### config.mk
export PLATFORM = sky130hd
export DESIGN_NAME = regfile_write_scheduler
export DESIGN_NICKNAME = d
export VERILOG_FILES = /design/src/rtl/regsched_pkg.sv /design/src/rtl/wb_port_arbiter.sv /design/src/rtl/regfile_write_scheduler.sv
export SDC_FILE = /design/constraint.sdc
export NUM_CORES = 1
export LEC_CHECK = 0
export CORE_MARGIN = 5
export CORE_UTILIZATION = 42
export CTS_BUF_LIST = sky130_fd_sc_hd__clkbuf_4
export DETAILED_ROUTE_END_ITERATION = 8
export GPL_ROUTABILITY_DRIVEN = 0
export PLACE_DENSITY = 0.8
export SETUP_SLACK_MARGIN = 0.05
export SLEW_MARGIN = 5
export SYNTH_ARGS = -nofsm -noshare
export SYNTH_HDL_FRONTEND = slang
export SYNTH_SLANG_ARGS = --single-unit
export TNS_END_PERCENT = 20
### constraint.sdc
create_clock -name clk -period 3.2 [get_ports clk]
set_input_delay 0.64 -clock clk [delete_from_list [all_inputs] [get_ports clk]]
set_output_delay 0.64 -clock clk [all_outputs]
set_load 0.05 [all_outputs]
### src/rtl/regsched_pkg.sv
// Shared widths, writeback source encoding and a register-number decoder
// for the register-file write scheduler.
package regsched_pkg;

    localparam int REG_ADDR_W = 5;
    localparam int DATA_W     = 32;
    localparam int NUM_REGS   = 32;

    typedef enum logic [1:0] {
        WB_NONE,
        WB_ALU,
        WB_MD
    } wb_src_t;

    function automatic logic [NUM_REGS-1:0] reg_onehot(input logic [REG_ADDR_W-1:0] r);
        logic [NUM_REGS-1:0] v;
        v    = '0;
        v[r] = 1'b1;
        return v;
    endfunction

endpackage

### src/rtl/wb_port_arbiter.sv
// Picks one writeback per cycle (ALU has priority over mul/div) and registers
// it onto the register-file write port.
module wb_port_arbiter
    import regsched_pkg::*;
(
    input  logic                  clk,
    input  logic                  rst,
    input  logic                  alu_wb_valid,
    input  logic [REG_ADDR_W-1:0] alu_wb_reg,
    input  logic [DATA_W-1:0]     alu_wb_data,
    input  logic                  md_wb_valid,
    input  logic [REG_ADDR_W-1:0] md_wb_reg,
    input  logic [DATA_W-1:0]     md_wb_data,
    output logic                  md_wb_ready,
    output logic                  win_valid,
    output logic [REG_ADDR_W-1:0] win_reg,
    output logic                  regwrite,
    output logic [REG_ADDR_W-1:0] writebackreg,
    output logic [DATA_W-1:0]     data_towrite_memwb
);

    wb_src_t           src;
    logic [DATA_W-1:0] win_data;

    always_comb begin
        md_wb_ready = !rst && !alu_wb_valid;
        src         = WB_NONE;
        if (!rst) begin
            if (alu_wb_valid)
                src = WB_ALU;
            else if (md_wb_valid)
                src = WB_MD;
        end
        win_reg  = '0;
        win_data = '0;
        case (src)
            WB_ALU: begin
                win_reg  = alu_wb_reg;
                win_data = alu_wb_data;
            end
            WB_MD: begin
                win_reg  = md_wb_reg;
                win_data = md_wb_data;
            end
            default: ;
        endcase
        // Register 0 is hardwired: a winning write to it is simply dropped.
        win_valid = (src != WB_NONE) && (win_reg != '0);
    end

    always_ff @(posedge clk) begin
        if (rst) begin
            regwrite           <= 1'b0;
            writebackreg       <= '0;
            data_towrite_memwb <= '0;
        end else begin
            regwrite <= win_valid;
            if (win_valid) begin
                writebackreg       <= win_reg;
                data_towrite_memwb <= win_data;
            end
        end
    end

endmodule

### src/rtl/regfile_write_scheduler.sv
// Scoreboarded register-file write scheduler: RAW/WAW issue stall plus a
// single arbitrated write port. Optional stall counter: REGFILE_SCHED_STATS_EN.
module regfile_write_scheduler
    import regsched_pkg::*;
(
    input  logic                  clk,
    input  logic                  rst,
    input  logic                  issue_valid,
    input  logic [REG_ADDR_W-1:0] issue_rs,
    input  logic [REG_ADDR_W-1:0] issue_rt,
    input  logic                  issue_uses_rt,
    input  logic                  issue_wr,
    input  logic [REG_ADDR_W-1:0] issue_rd,
    output logic                  stall,
    input  logic                  alu_wb_valid,
    input  logic [REG_ADDR_W-1:0] alu_wb_reg,
    input  logic [DATA_W-1:0]     alu_wb_data,
    input  logic                  md_wb_valid,
    input  logic [REG_ADDR_W-1:0] md_wb_reg,
    input  logic [DATA_W-1:0]     md_wb_data,
    output logic                  md_wb_ready,
    output logic                  regwrite,
    output logic [REG_ADDR_W-1:0] writebackreg,
    output logic [DATA_W-1:0]     data_towrite_memwb,
    output logic [NUM_REGS-1:0]   pending,
    output logic                  sb_err
`ifdef REGFILE_SCHED_STATS_EN
    ,
    output logic [31:0]           stall_cycles
`endif
);

    logic                  win_valid;
    logic [REG_ADDR_W-1:0] win_reg;
    logic                  issue_fire;
    logic [NUM_REGS-1:0]   set_mask;
    logic [NUM_REGS-1:0]   clr_mask;

    wb_port_arbiter u_arb (
        .clk                (clk),
        .rst                (rst),
        .alu_wb_valid       (alu_wb_valid),
        .alu_wb_reg         (alu_wb_reg),
        .alu_wb_data        (alu_wb_data),
        .md_wb_valid        (md_wb_valid),
        .md_wb_reg          (md_wb_reg),
        .md_wb_data         (md_wb_data),
        .md_wb_ready        (md_wb_ready),
        .win_valid          (win_valid),
        .win_reg            (win_reg),
        .regwrite           (regwrite),
        .writebackreg       (writebackreg),
        .data_towrite_memwb (data_towrite_memwb)
    );

    always_comb begin
        stall = !rst && issue_valid &&
                (pending[issue_rs] ||
                 (issue_uses_rt && pending[issue_rt]) ||
                 (issue_wr && pending[issue_rd]));
        issue_fire = !rst && issue_valid && !stall;
        set_mask   = (issue_fire && issue_wr && (issue_rd != '0)) ? reg_onehot(issue_rd) : '0;
        // Free the register on the same edge the register file commits it.
        clr_mask   = regwrite ? reg_onehot(writebackreg) : '0;
    end

    always_ff @(posedge clk) begin
        if (rst) begin
            pending <= '0;
            sb_err  <= 1'b0;
        end else begin
            pending <= (pending & ~clr_mask) | set_mask;
            if (win_valid && !pending[win_reg])
                sb_err <= 1'b1;
        end
    end

`ifdef REGFILE_SCHED_STATS_EN
    always_ff @(posedge clk) begin
        if (rst)
            stall_cycles <= '0;
        else if (stall && (stall_cycles != 32'hFFFF_FFFF))
            stall_cycles <= stall_cycles + 32'd1;
    end
`endif

endmodule

==> reports/results.txt, run 1 <==
Grt ovf = 0
H-tree depth = 3
I/O pins = 169
TritonCTS clock tree = done
Slowest stage delay, CP = 0.50 ns
Worst Path Required = 2.56 ns
Most frequent cells in the layout = clkdlybuf4s50_1, nor2_1, nand2_1, dfxtp_1, o21ai_0
Met2 Usage GRT = 40.7%
Least-Margin Pin Slew = 0.610 ns
Commonest non-fill, non-tap cell in the layout = clkdlybuf4s50_1
First drt pass iteration count = 5
# setup viols final = 0
DR iter-0 viols = 285
Inserted Diodes = 0
Reg-to-Reg Start = pending[28]
Met3 track demand over resource = 9.50%
Worst Setup End Kind = output pin
CTS root buf = clkbuf_4
Worst-skew pair later-pin latency = 0.42 ns
Via density = 5.81
Critical path class = input pin to output pin
Syn. warnings = 0
Synth cell types = 50
Core Area = 0.0104 sq mm
Synth Flop Type = dfxtp_1
TNS Setup = 0 ns
#FFs+latches synth = 71
Initial antenna violation count = 0
# DRC = 0
Worst setup startpoint = issue_rt[0]
Seq/Total Area, Yosys = 31.6%
Arrival @ worst endpoint = 2.47 ns
CTS Sinks = 71
Tmin final = 3.11 ns
Peak-usage layer in the global routing report = met2
Hold Path Class = flip-flop to flip-flop
Hold path startpoint = u_arb.data_towrite_memwb[2]
Post-DRT Antenna Nets = 0
RSZ-0062 raised after global routing = true
CTS buffer count = 9
CP cell instances = buf_6 -> buf_8 -> mux4_2 -> mux4_2 -> mux2i_1 -> o21ai_2 -> a21oi_2 -> nor3b_2 -> buf_6
Largest net degree at the start of global routing = 67
Synthesis-to-finish area growth = 46.0%
Initial Utilization = 43.3%
CP Max Fanout = 7
Vias in the first global route = 4950
Clock transition at the registers of the reported paths = 0.11 ns
Hold Slack = 0.502 ns
Post-Route Skew = 0.0131 ns
Via count = 4867
Total Routing Usage GR = 24.9%
First-pass GRT wire length = 25.7 mm
Fin nets = 793
Chip width = 113 um
DR WL/cell = 19.3 um
Syn nets = 626
Ys async rst share = 0%
MaxCap Viol Count = 0
Die Y = 113 um
Max IR drop VDD = 235 uV
Pwr/cell area = 362 mW/mm^2
Fraction of layout cells with a size suffix above 1 = 15.5%
Max_slew headroom = 59.3%
Final Max Slew Viols = 0
# hold bufs at CTS = 0
DPL Wire Length = 12.3 mm
Routed WL = 16.2 mm
Static leakage = 0.00241 uW
Routing usage on met1 = 30.0%
Die area = 0.0129 sq mm
Highest clock rate = 322 MHz
Number of synthesized flops with an enable pin = 0
Crit-path slowest cell = mux4_2
CP Launch Type = input pin
Post-Syn Area = 0.00449 sq mm
# port buffers = 168
Cell Rows = 37
Status = finished, final reports clean
Layout fillers = 923
Syn Area/Cell = 8.48 sq um
CTS Buffer Depth = 2
Core Util, Final = 63.3%
Cell count after synthesis = 530
Final Hold Viols = 0
Final worst path period share = 97.0%
## where the power goes
| group | switching (uW) | leakage [uW] | internal [uW] |
|---|---|---|---|
| Combinational | 436 | 0.00175 | 322 |
| Clock | 328 | 0.0000786 | 310 |
| Sequential | 39.4 | 0.000584 | 938 |
| Total | 804 | 0.00241 | 1570 |
## flip-flops by register name (all words and copies together), names as in the netlist
signal,flops
sb_err,1
u_arb.writebackreg,5
u_arb.regwrite,1
u_arb.data_towrite_memwb,32
pending,32
## worst paths after layout
check | slack, ns | cells past startpoint | endpoint
setup / recovery | 0.09 | 9 | stall
hold / removal | 0.50 | 2 | u_arb.data_towrite_memwb[2]
setup reg to reg | 0.28 | 7 | pending[2]
hold reg to reg | 0.50 | 2 | u_arb.data_towrite_memwb[2]
## critical path: cells and delay by family
kind,cells,cell delay [ns]
multiplexers,3,1.16
AO/OA/AOI/OAI,2,0.24
AND/OR/NAND/NOR,1,0.07
buffers and inverters,3,0.35
## cell families after synthesis
| family | Yosys count | share of synthesized area (%) |
|---|---|---|
| and+or+nand+nor | 249 | 27.6 |
| buffers and inverters | 49 | 5.65 |
| AOI/OAI and AO/OA | 108 | 15.5 |
| muxes | 53 | 19.6 |
| DFF | 71 | 31.6 |
## cell type report
class	instances	area, sq um	share of cell area (%)
Clock inverter	7	87.6	1.33
Timing Repair Buffer	201	1950	29.7
Sequential cell	71	1430	21.8
Clock buffer	9	67.6	1.03
Inverter	4	15.0	0.229
Tap cell	136	170	2.59
Multi-Input combinational cell	410	2840	43.3
## synthesized netlist by cell type, types with 3 or more instances
master    instances  area (sq um)
nor2_1           75           282
dfxtp_1          71          1420
nand2_1          66           248
o21ai_0          40           200
nor3_1           33           165
a211oi_1         32           240
clkbuf_1         30           113
mux2i_1          25           250
nand3b_1         24           180
mux4_2           20           450
a21oi_1          14          70.1
nor2b_1          14          87.6
o21ai_2           9          78.8
and2b_2           7          61.3
nand3_1           6          30.0
clkbuf_8          5          68.8
mux4_1            5           131
nor3b_1           5          37.5
buf_1             4          15.0
inv_1             4          15.0
buf_2             3          15.0
o211ai_1          3          22.5
## through the flow
stage | setup WS, ns | total power [uW] | area, sq um | instances
floorplan | 0.160 | 1440 | 4500 | 530
CTS | 0.0539 | 2380 | 6540 | 838
global route | 0.0348 | 2480 | 6560 | 838
detailed placement | -0.504 | 1750 | 6370 | 821
finish | 0.0945 | 2370 | 6560 | 838
global placement | -0.430 | 1730 | 6370 | 821
## what timing repair did
action / CTS / global route
pin swaps: 2 / 2
gates resized for setup: 23 / 8
setup buffers: 1 / 0
endpoints found under the setup margin: 29 / 1
cloned: 0 / 0
## routing by layer
layer	share of wire, %	wire length, um	up-vias
met2	47	7600	284
met1	39	6250	2292
met5	0	0	-
met4	2.0	326	0
li1	-	-	2259
met3	13	2030	32
Note: power is estimated with default switching activity, not from simulation.
==> run 2, diff against run 1 <==
--- a/config.mk
+++ b/config.mk
@@ -10,10 +10,11 @@
 export CTS_BUF_LIST = sky130_fd_sc_hd__clkbuf_4
 export DETAILED_ROUTE_END_ITERATION = 8
 export GPL_ROUTABILITY_DRIVEN = 0
-export PLACE_DENSITY = 0.8
+export PLACE_DENSITY = 0.79
 export SETUP_SLACK_MARGIN = 0.05
 export SLEW_MARGIN = 5
 export SYNTH_ARGS = -nofsm -noshare
 export SYNTH_HDL_FRONTEND = slang
+export SYNTH_HIERARCHICAL = 1
 export SYNTH_SLANG_ARGS = --single-unit
 export TNS_END_PERCENT = 20
==> reports/results.txt, run 2 <==
Commonest non-fill, non-tap cell in the layout = clkdlybuf4s50_1
Hold path cells = 2
CTS Buffer Depth = 2
RSZ-0062 raised after global routing = false
Largest delay contributor family on the critical path = buffers and inverters
Cell Rows = 38
Hold Path Sink = u_arb/data_towrite_memwb[2]
CP cell instances = clkdlybuf4s50_1 -> buf_12 -> mux2i_1 -> a22oi_1 -> nand4b_1 -> and4_4 -> a31oi_2 -> buf_12
Worst path bufs/invs = 3
Grt ovf = 0
Hold path startpoint = u_arb/data_towrite_memwb[2]
# setup viols final = 0
R2r endpoint = pending[8]
Placed Cells incl. Taps = 826
Final Max Slew Viols = 0
CP Launch Type = input pin
Via density = 5.95
Static leakage = 0.00234 uW
Area contributors post-synth = dfxtp_1, mux4_2, nor2_1, a211oi_1, nand2_1
Critical path class = input pin to output pin
Number of synthesized flops with an enable pin = 0
Post-DRT Antenna Nets = 0
Clock transition at the registers of the reported paths = 0.11 ns
First drt pass iteration count = 5
Largest net degree at the start of global routing = 65
# DRC = 0
Cell count after synthesis = 535
Setup bufs post-CTS = 0
Most frequent cells in the layout = clkdlybuf4s50_1, nor2_1, dfxtp_1
Most instantiated library cell after synthesis = nor2_1
MaxCap Viol Count = 0
Layout Cells excl Fill = 843
Highest clock rate = 326 MHz
Worst r2r path cells = 8
Fraction of layout cells with a size suffix above 1 = 13.1%
Chip width = 114 um
Status = finished, final reports clean
Die area = 0.0131 sq mm
Tmin final = 3.07 ns
Synth area leader = dfxtp_1
CTS root buf = clkbuf_4
Final Hold Viols = 0
Pre-CTS setup slack = -0.188 ns
Max IR drop VDD = 303 uV
DR WL/cell = 19.8 um
Reg-to-Reg Start = pending[27]
Synth cell types = 48
Pwr/cell area = 349 mW/mm^2
Via count = 5014
CTS Sinks = 71
Design area = 0.00658 sq mm
Fin nets = 793
Max_slew headroom = 50.7%
Worst Setup End Kind = output pin
Syn nets = 631
Total Routing Usage GR = 25.1%
Die Y = 114 um
Final worst path period share = 95.9%
Worst-skew pair later-pin latency = 0.42 ns
Ys async rst share = 0%
CP Max Fanout = 12
Hold Path Class = flip-flop to flip-flop
Slowest stage delay, CP = 0.56 ns
Crit-path slowest cell = clkdlybuf4s50_1
Least-Margin Pin Slew = 0.738 ns
# hold bufs at CTS = 0
Post-Route Skew = 0.0194 ns
Synthesis-to-finish area growth = 44.0%
Arrival @ worst endpoint = 2.43 ns
#FFs+latches synth = 71
I/O pins = 169
Post-Syn Area = 0.00457 sq mm
Regs by FF count = pending: 32 flops, u_arb/data_towrite_memwb: 32 flops, u_arb/writebackreg: 5 flops
DR iter-0 viols = 550
CTS buffer count = 9
Syn. warnings = 6
Synth Flop Type = dfxtp_1
Seq/Total Area, Yosys = 31.1%
Post-synth top area share = 31.1%
DPL Wire Length = 12.6 mm
# port buffers = 168
Routed WL = 16.7 mm
H-tree depth = 3
Top cell by count, worst path = buf_12
Initial antenna violation count = 1
Post-synth top cells = nor2_1, dfxtp_1, nand2_1
Core Area = 0.0107 sq mm
Placed cell area = 0.00647 sq mm
Initial Utilization = 42.6%
Reg2Reg Setup Slack = 0.86 ns
Worst Path Required = 2.56 ns
TritonCTS clock tree = done
Setup slack after layout = 0.131 ns
Vias in the first global route = 4862
First-pass GRT wire length = 26.0 mm
Syn Area/Cell = 8.55 sq um
[run 2: cell count changes after synthesis, sizes merged, moves of 4 or more]
cell / previous run / this run
a31oi: 0 / 4
o31ai: 1 / 24
clkbuf: 36 / 26
nand3b: 24 / 29
o21ai: 49 / 21
nor2b: 14 / 21
and2b: 7 / 0
nand2b: 2 / 9
a21oi: 14 / 9
buf: 9 / 16
a22oi: 0 / 4
[run 2: tightest hold or removal path: stages (launching register included)]
cell and delay [ns]:
dfxtp_1 0.33, nor2_1 0.09, nor3_1 0.05
[run 2: metal layers]
metal,global-route usage [%],part of all wire [%],vias to the layer above
met4,10.4,3.1,0
met3,3.70,7.3,49
met2,43.1,51,262
met1,31.4,39,2401
li1,-,-,2302
met5,0,0,-
[run 2: cells by family (layout without fill, tap and decap cells)]
group | count (synthesis) | count (layout) | synth area share [%]
AO/OA/AOI/OAI | 104 | 104 | 15.7
buffers and inverters | 46 | 213 | 4.65
flip-flops | 71 | 71 | 31.1
multiplexers | 50 | 50 | 18.2
other | 0 | 1 | 0
AND/OR/NAND/NOR | 264 | 264 | 30.4
[run 2: report_power, final]
part	total [uW]	internal, uW	switching [uW]
clock network	495	164	331
logic	819	338	481
registers	980	939	41.1
total	2290	1440	854
[run 2: worst max path at each step]
stage                       from  endpoint  slack (ns)  cells after the start
floorplan           alu_wb_valid    sb_err       -0.03                     10
global placement     issue_rd[1]     stall       -0.11                      8
detailed placement   issue_rd[1]     stall       -0.19                      8
CTS                  issue_rd[1]     stall        0.08                      8
global route         issue_rs[2]     stall        0.04                      8
finish               issue_rs[2]     stall        0.13                      8
[run 2: metrics by stage]
| stage | power (uW) | TNS (ns) | hold WS [ns] | util [%] |
|---|---|---|---|---|
| after floorplan | 1490 | -0.0251 | 0.703 | - |
| after global placement | 1800 | -0.114 | 0.454 | 60.2 |
| after detailed placement | 1820 | -0.188 | 0.475 | 60.2 |
| after CTS | 2310 | 0 | 0.498 | 61.2 |
| after global routing | 2400 | 0 | 0.517 | 61.3 |
| final | 2290 | 0 | 0.496 | 61.3 |
[run 2: cell type report]
cell class | count | area (sq um)
flip-flops and latches | 71 | 1420
fillers | 939 | 4160
multi-input cells | 418 | 2960
clock inverters | 6 | 37.5
diodes | 1 | 2.50
repair buffers | 193 | 1900
clock buffers | 10 | 75.1
inverters | 4 | 15.0
well taps | 140 | 175
[run 2: timing repair]
item / in CTS / in global routing
gates cloned: 0 / 0
resized for setup: 7 / 3
pin swaps: 3 / 0
endpoints found under the setup margin: 1 / 1
==> run 3, diff against run 2 <==
--- a/config.mk
+++ b/config.mk
@@ -11,7 +11,6 @@
 export DETAILED_ROUTE_END_ITERATION = 8
 export GPL_ROUTABILITY_DRIVEN = 0
 export PLACE_DENSITY = 0.79
-export SETUP_SLACK_MARGIN = 0.05
 export SLEW_MARGIN = 5
 export SYNTH_ARGS = -nofsm -noshare
 export SYNTH_HDL_FRONTEND = slang
==> reports/results.txt, run 3 (same netlist as run 2, synthesis figures left out) <==
Vias in the first global route = 4862
Max_slew headroom = 49.0%
First-pass GRT wire length = 26.0 mm
Layout fillers = 937
Max IR drop VDD = 303 uV
Chip width = 114 um
Static leakage = 0.00234 uW
Via density = 5.96
Core Area = 0.0107 sq mm
Final Hold Viols = 0
CP Launch Type = input pin
First drt pass iteration count = 6
CP Max Fanout = 12
Arrival @ worst endpoint = 2.48 ns
TNS Setup = 0 ns
Least-Margin Pin Slew = 0.764 ns
Clock transition at the registers of the reported paths = 0.11 ns
Core Util, Final = 61.3%
DR iter-0 viols = 557
CTS Buffer Depth = 2
Final Max Slew Viols = 0
Setup bufs post-CTS = 0
Fraction of layout cells with a size suffix above 1 = 12.8%
Most frequent cells in the layout = clkdlybuf4s50_1, nor2_1, dfxtp_1
CTS root buf = clkbuf_4
Fin nets = 793
# DRC = 0
Initial Utilization = 42.6%
DPL Wire Length = 12.6 mm
Grt ovf = 0
Total Routing Usage GR = 25.0%
Post-Route Skew = 0.0178 ns
# setup viols final = 0
Final worst path period share = 97.4%
Post-DRT Antenna Nets = 0
Commonest non-fill, non-tap cell in the layout = clkdlybuf4s50_1
Die area = 0.0131 sq mm
# port buffers = 168
Hold path startpoint = u_arb/data_towrite_memwb[2]
Largest net degree at the start of global routing = 65
CTS buffer count = 9
Routed WL = 16.7 mm
Worst-skew pair later-pin latency = 0.42 ns
Initial antenna violation count = 1
Critical path class = input pin to output pin
TritonCTS clock tree = done
Tmin final = 3.12 ns
DR WL/cell = 19.9 um
Status = finished, final reports clean
Synthesis-to-finish area growth = 44.0%
Worst setup startpoint = issue_rs[2]
Worst Path Required = 2.56 ns
Via count = 5022
Pwr/cell area = 348 mW/mm^2
Design area = 0.00659 sq mm
Reg-to-Reg Start = pending[27]
MaxCap Viol Count = 0
Worst Setup End Kind = output pin
Placed cell area = 0.00647 sq mm
Cell Rows = 38
CTS Sinks = 71
Highest clock rate = 321 MHz
H-tree depth = 3
Regs by FF count = pending: 32 flops, u_arb/data_towrite_memwb: 32 flops, u_arb/writebackreg: 5 flops
Die Y = 114 um
I/O pins = 169
RSZ-0062 raised after global routing = false
Hold Path Class = flip-flop to flip-flop
[run 3: cell count changes in the layout (fill, tap and decap cells not counted), sizes merged]
cell           change
clkbuf             -1
clkdlybuf4s15      +1
dlygate4sd2        -1
dlymetal6s2s       +1
[run 3: critical path: stages]
cell and delay [ns]:
clkdlybuf4s50_1 0.56, buf_12 0.18, mux2i_1 0.10, a211oi_1 0.31, nand3_1 0.12, and4_4 0.17, a31oi_2 0.23, buf_12 0.17
[run 3: cell type report]
type                       count  area [sq um]  share of cell area (%)
antenna                        1          2.50                  0.0380
clock buffer                  10          75.1                    1.14
tap                          140           175                    2.66
timing repair buffer         193          1910                    29.0
inverter                       4          15.0                   0.228
clock inverter                 6          37.5                   0.570
multi-input combinational    418          2950                    44.8
sequential                    71          1420                    21.6
[run 3: timing repair]
action / CTS / global route
gates resized for setup: 6 / 2
pin swaps: 3 / 0
setup endpoints to repair: 1 / 1
hold buffers: 0 / 0
endpoints found under the hold margin: 0 / 0
[run 3: routing by layer]
layer / global-route usage, % / part of all wire, % / vias to the layer above
li1: - / - / 2296
met5: 0 / 0 / -
met3: 3.70 / 7.3 / 50
met2: 43.1 / 51 / 278
met4: 10.4 / 3.2 / 0
met1: 31.4 / 39 / 2398
[run 3: metrics by stage]
stage,hold WS (ns),instances,power [uW],setup WS [ns]
2_1_floorplan,0.703,535,1490,-0.0251
3_3_place_gp,0.454,826,1800,-0.114
3_5_place_dp,0.475,826,1820,-0.188
4_1_cts,0.498,842,2310,0.00777
5_1_grt,0.517,843,2400,0.000913
6_report,0.496,843,2290,0.0840
[run 3: report_power, final]
| group | switching [uW] | total [uW] | internal, uW | leakage (uW) |
|---|---|---|---|---|
| clock network | 331 | 495 | 164 | 0.0000582 |
| registers | 40.8 | 979 | 939 | 0.000581 |
| logic | 481 | 820 | 338 | 0.00170 |
[run 3: final timing paths]
check / end / slack (ns) / cells past startpoint
worst max-delay path: stall / 0.08 / 8
worst min-delay path: u_arb/data_towrite_memwb[2] / 0.50 / 2
worst max register to register: pending[8] / 0.85 / 8
worst min register to register: u_arb/data_towrite_memwb[2] / 0.50 / 2
==> edit, RTL diff (settings of run 1) <==
Change the package constant `NUM_REGS` from 32 to 64.
--- a/src/rtl/regsched_pkg.sv
+++ b/src/rtl/regsched_pkg.sv
@@ -6,3 +6,3 @@
     localparam int DATA_W     = 32;
-    localparam int NUM_REGS   = 32;
+    localparam int NUM_REGS   = 64;
 
Ports: changed (resized pending); port bits go from 169 to 201. The function was not compared with the original's and may differ.
==> edit against run 1 <==
- the run now ends with negative setup slack left
- design area is 4.8% higher
- area after synthesis increased by 5.1%
- sequential cell count unchanged
- utilization fell by 0.37 points
- via count increased by 7.2%
- power is 2.3% higher
- setup slack worse by 130 ps
- count of clock-buffer cells in the layout unchanged
- first-iteration DRC count grew 66%
- routed wire length rose by 5.6%
==> edit: results (changes against run 1) <==
run_status:
  run_status: "finished with violations"
  violations: "negative setup slack"
routing:
  wl_met1_um: 6220  # -0.48%
  routed_wl_um: 17100  # +5.6%
  met3_length_um: 2160  # +6.2%
  viasPerCell: 5.66  # -2.5%
  wl_met2_um: 8040  # +5.7%
global_route:
  grt_pass1_wl_um: 26600  # +3.6%
  grtUsageMet3: 0.0804  # -0.0145
  grt_pass1_vias: 5288  # +6.8%
  grtUsageMet1: 0.291  # -0.00960
synth:
  yosys-top-cells-count: "nor2_1 (81), dfxtp_1 (71), nand2_1 (68)"
  ys_seq_area_frac: 0.301  # -0.0153
  postSynthCellCount: 583  # +10%
  yosys.cell_types.count: 52  # +4.0%
setup_path:
  path_max_fanout: 8  # +1
  rrSetupSlack_ps: 760  # +480 ps
  worstSetupStartpoint: "issue_rs[2]"
clock_tree:
  post-cts-setup-buffers: 2  # +1
timing:
  holdWs_ps: 505  # +3.09 ps
  setup_viol: 1  # +1
  setup_ws_ps: -32.2  # -127 ps
final_layout:
  fin_cells: 921  # +9.9%
  num-fill-cells: 934  # +1.2%
place:
  placed_cells: 904  # +10%
  hpwl_um: 13400  # +9.4%
  placed_area_um2: 6720  # +5.4%
power_and_ir_drop:
  irDropWorstVdd_mv: 0.238  # +1.1%
  p_sw_mw: 0.923  # +15%
  clkPwrFrac: 0.239  # -0.030
hold_path:
  min-delay-start: "u_arb.data_towrite_memwb[23]"
  whs_endpoint: "u_arb.data_towrite_memwb[23]"
## edit: cell types whose count changed after synthesis, sizes merged, moves of 4 or more
cell | run 1 | this run
nor2b | 14 | 21
o32ai | 1 | 5
mux4 | 26 | 19
and2b | 7 | 0
nor2 | 75 | 82
mux2 | 2 | 6
nand3 | 7 | 12
a22oi | 0 | 4
buf | 9 | 39
## edit: cell type report
| cell class | instances | area share |
|---|---|---|
| Multi-Input combinational cell | 464 | 0.435 |
| Timing Repair Buffer | 224 | 0.307 |
| Sequential cell | 71 | 0.208 |
| Tap cell | 140 | 0.0255 |
| Clock inverter | 7 | 0.0105 |
| Clock buffer | 9 | 0.00982 |
| Inverter | 6 | 0.00327 |
## edit: cells by family (layout without fill, tap and decap cells)
family,after synthesis,after routing,synth area share
muxes,49,49,0.158
DFF,71,71,0.301
and+or+nand+nor,264,264,0.283
other,1,32,0.000794
buffers and inverters,79,246,0.0911
AOI/OAI and AO/OA,119,119,0.166
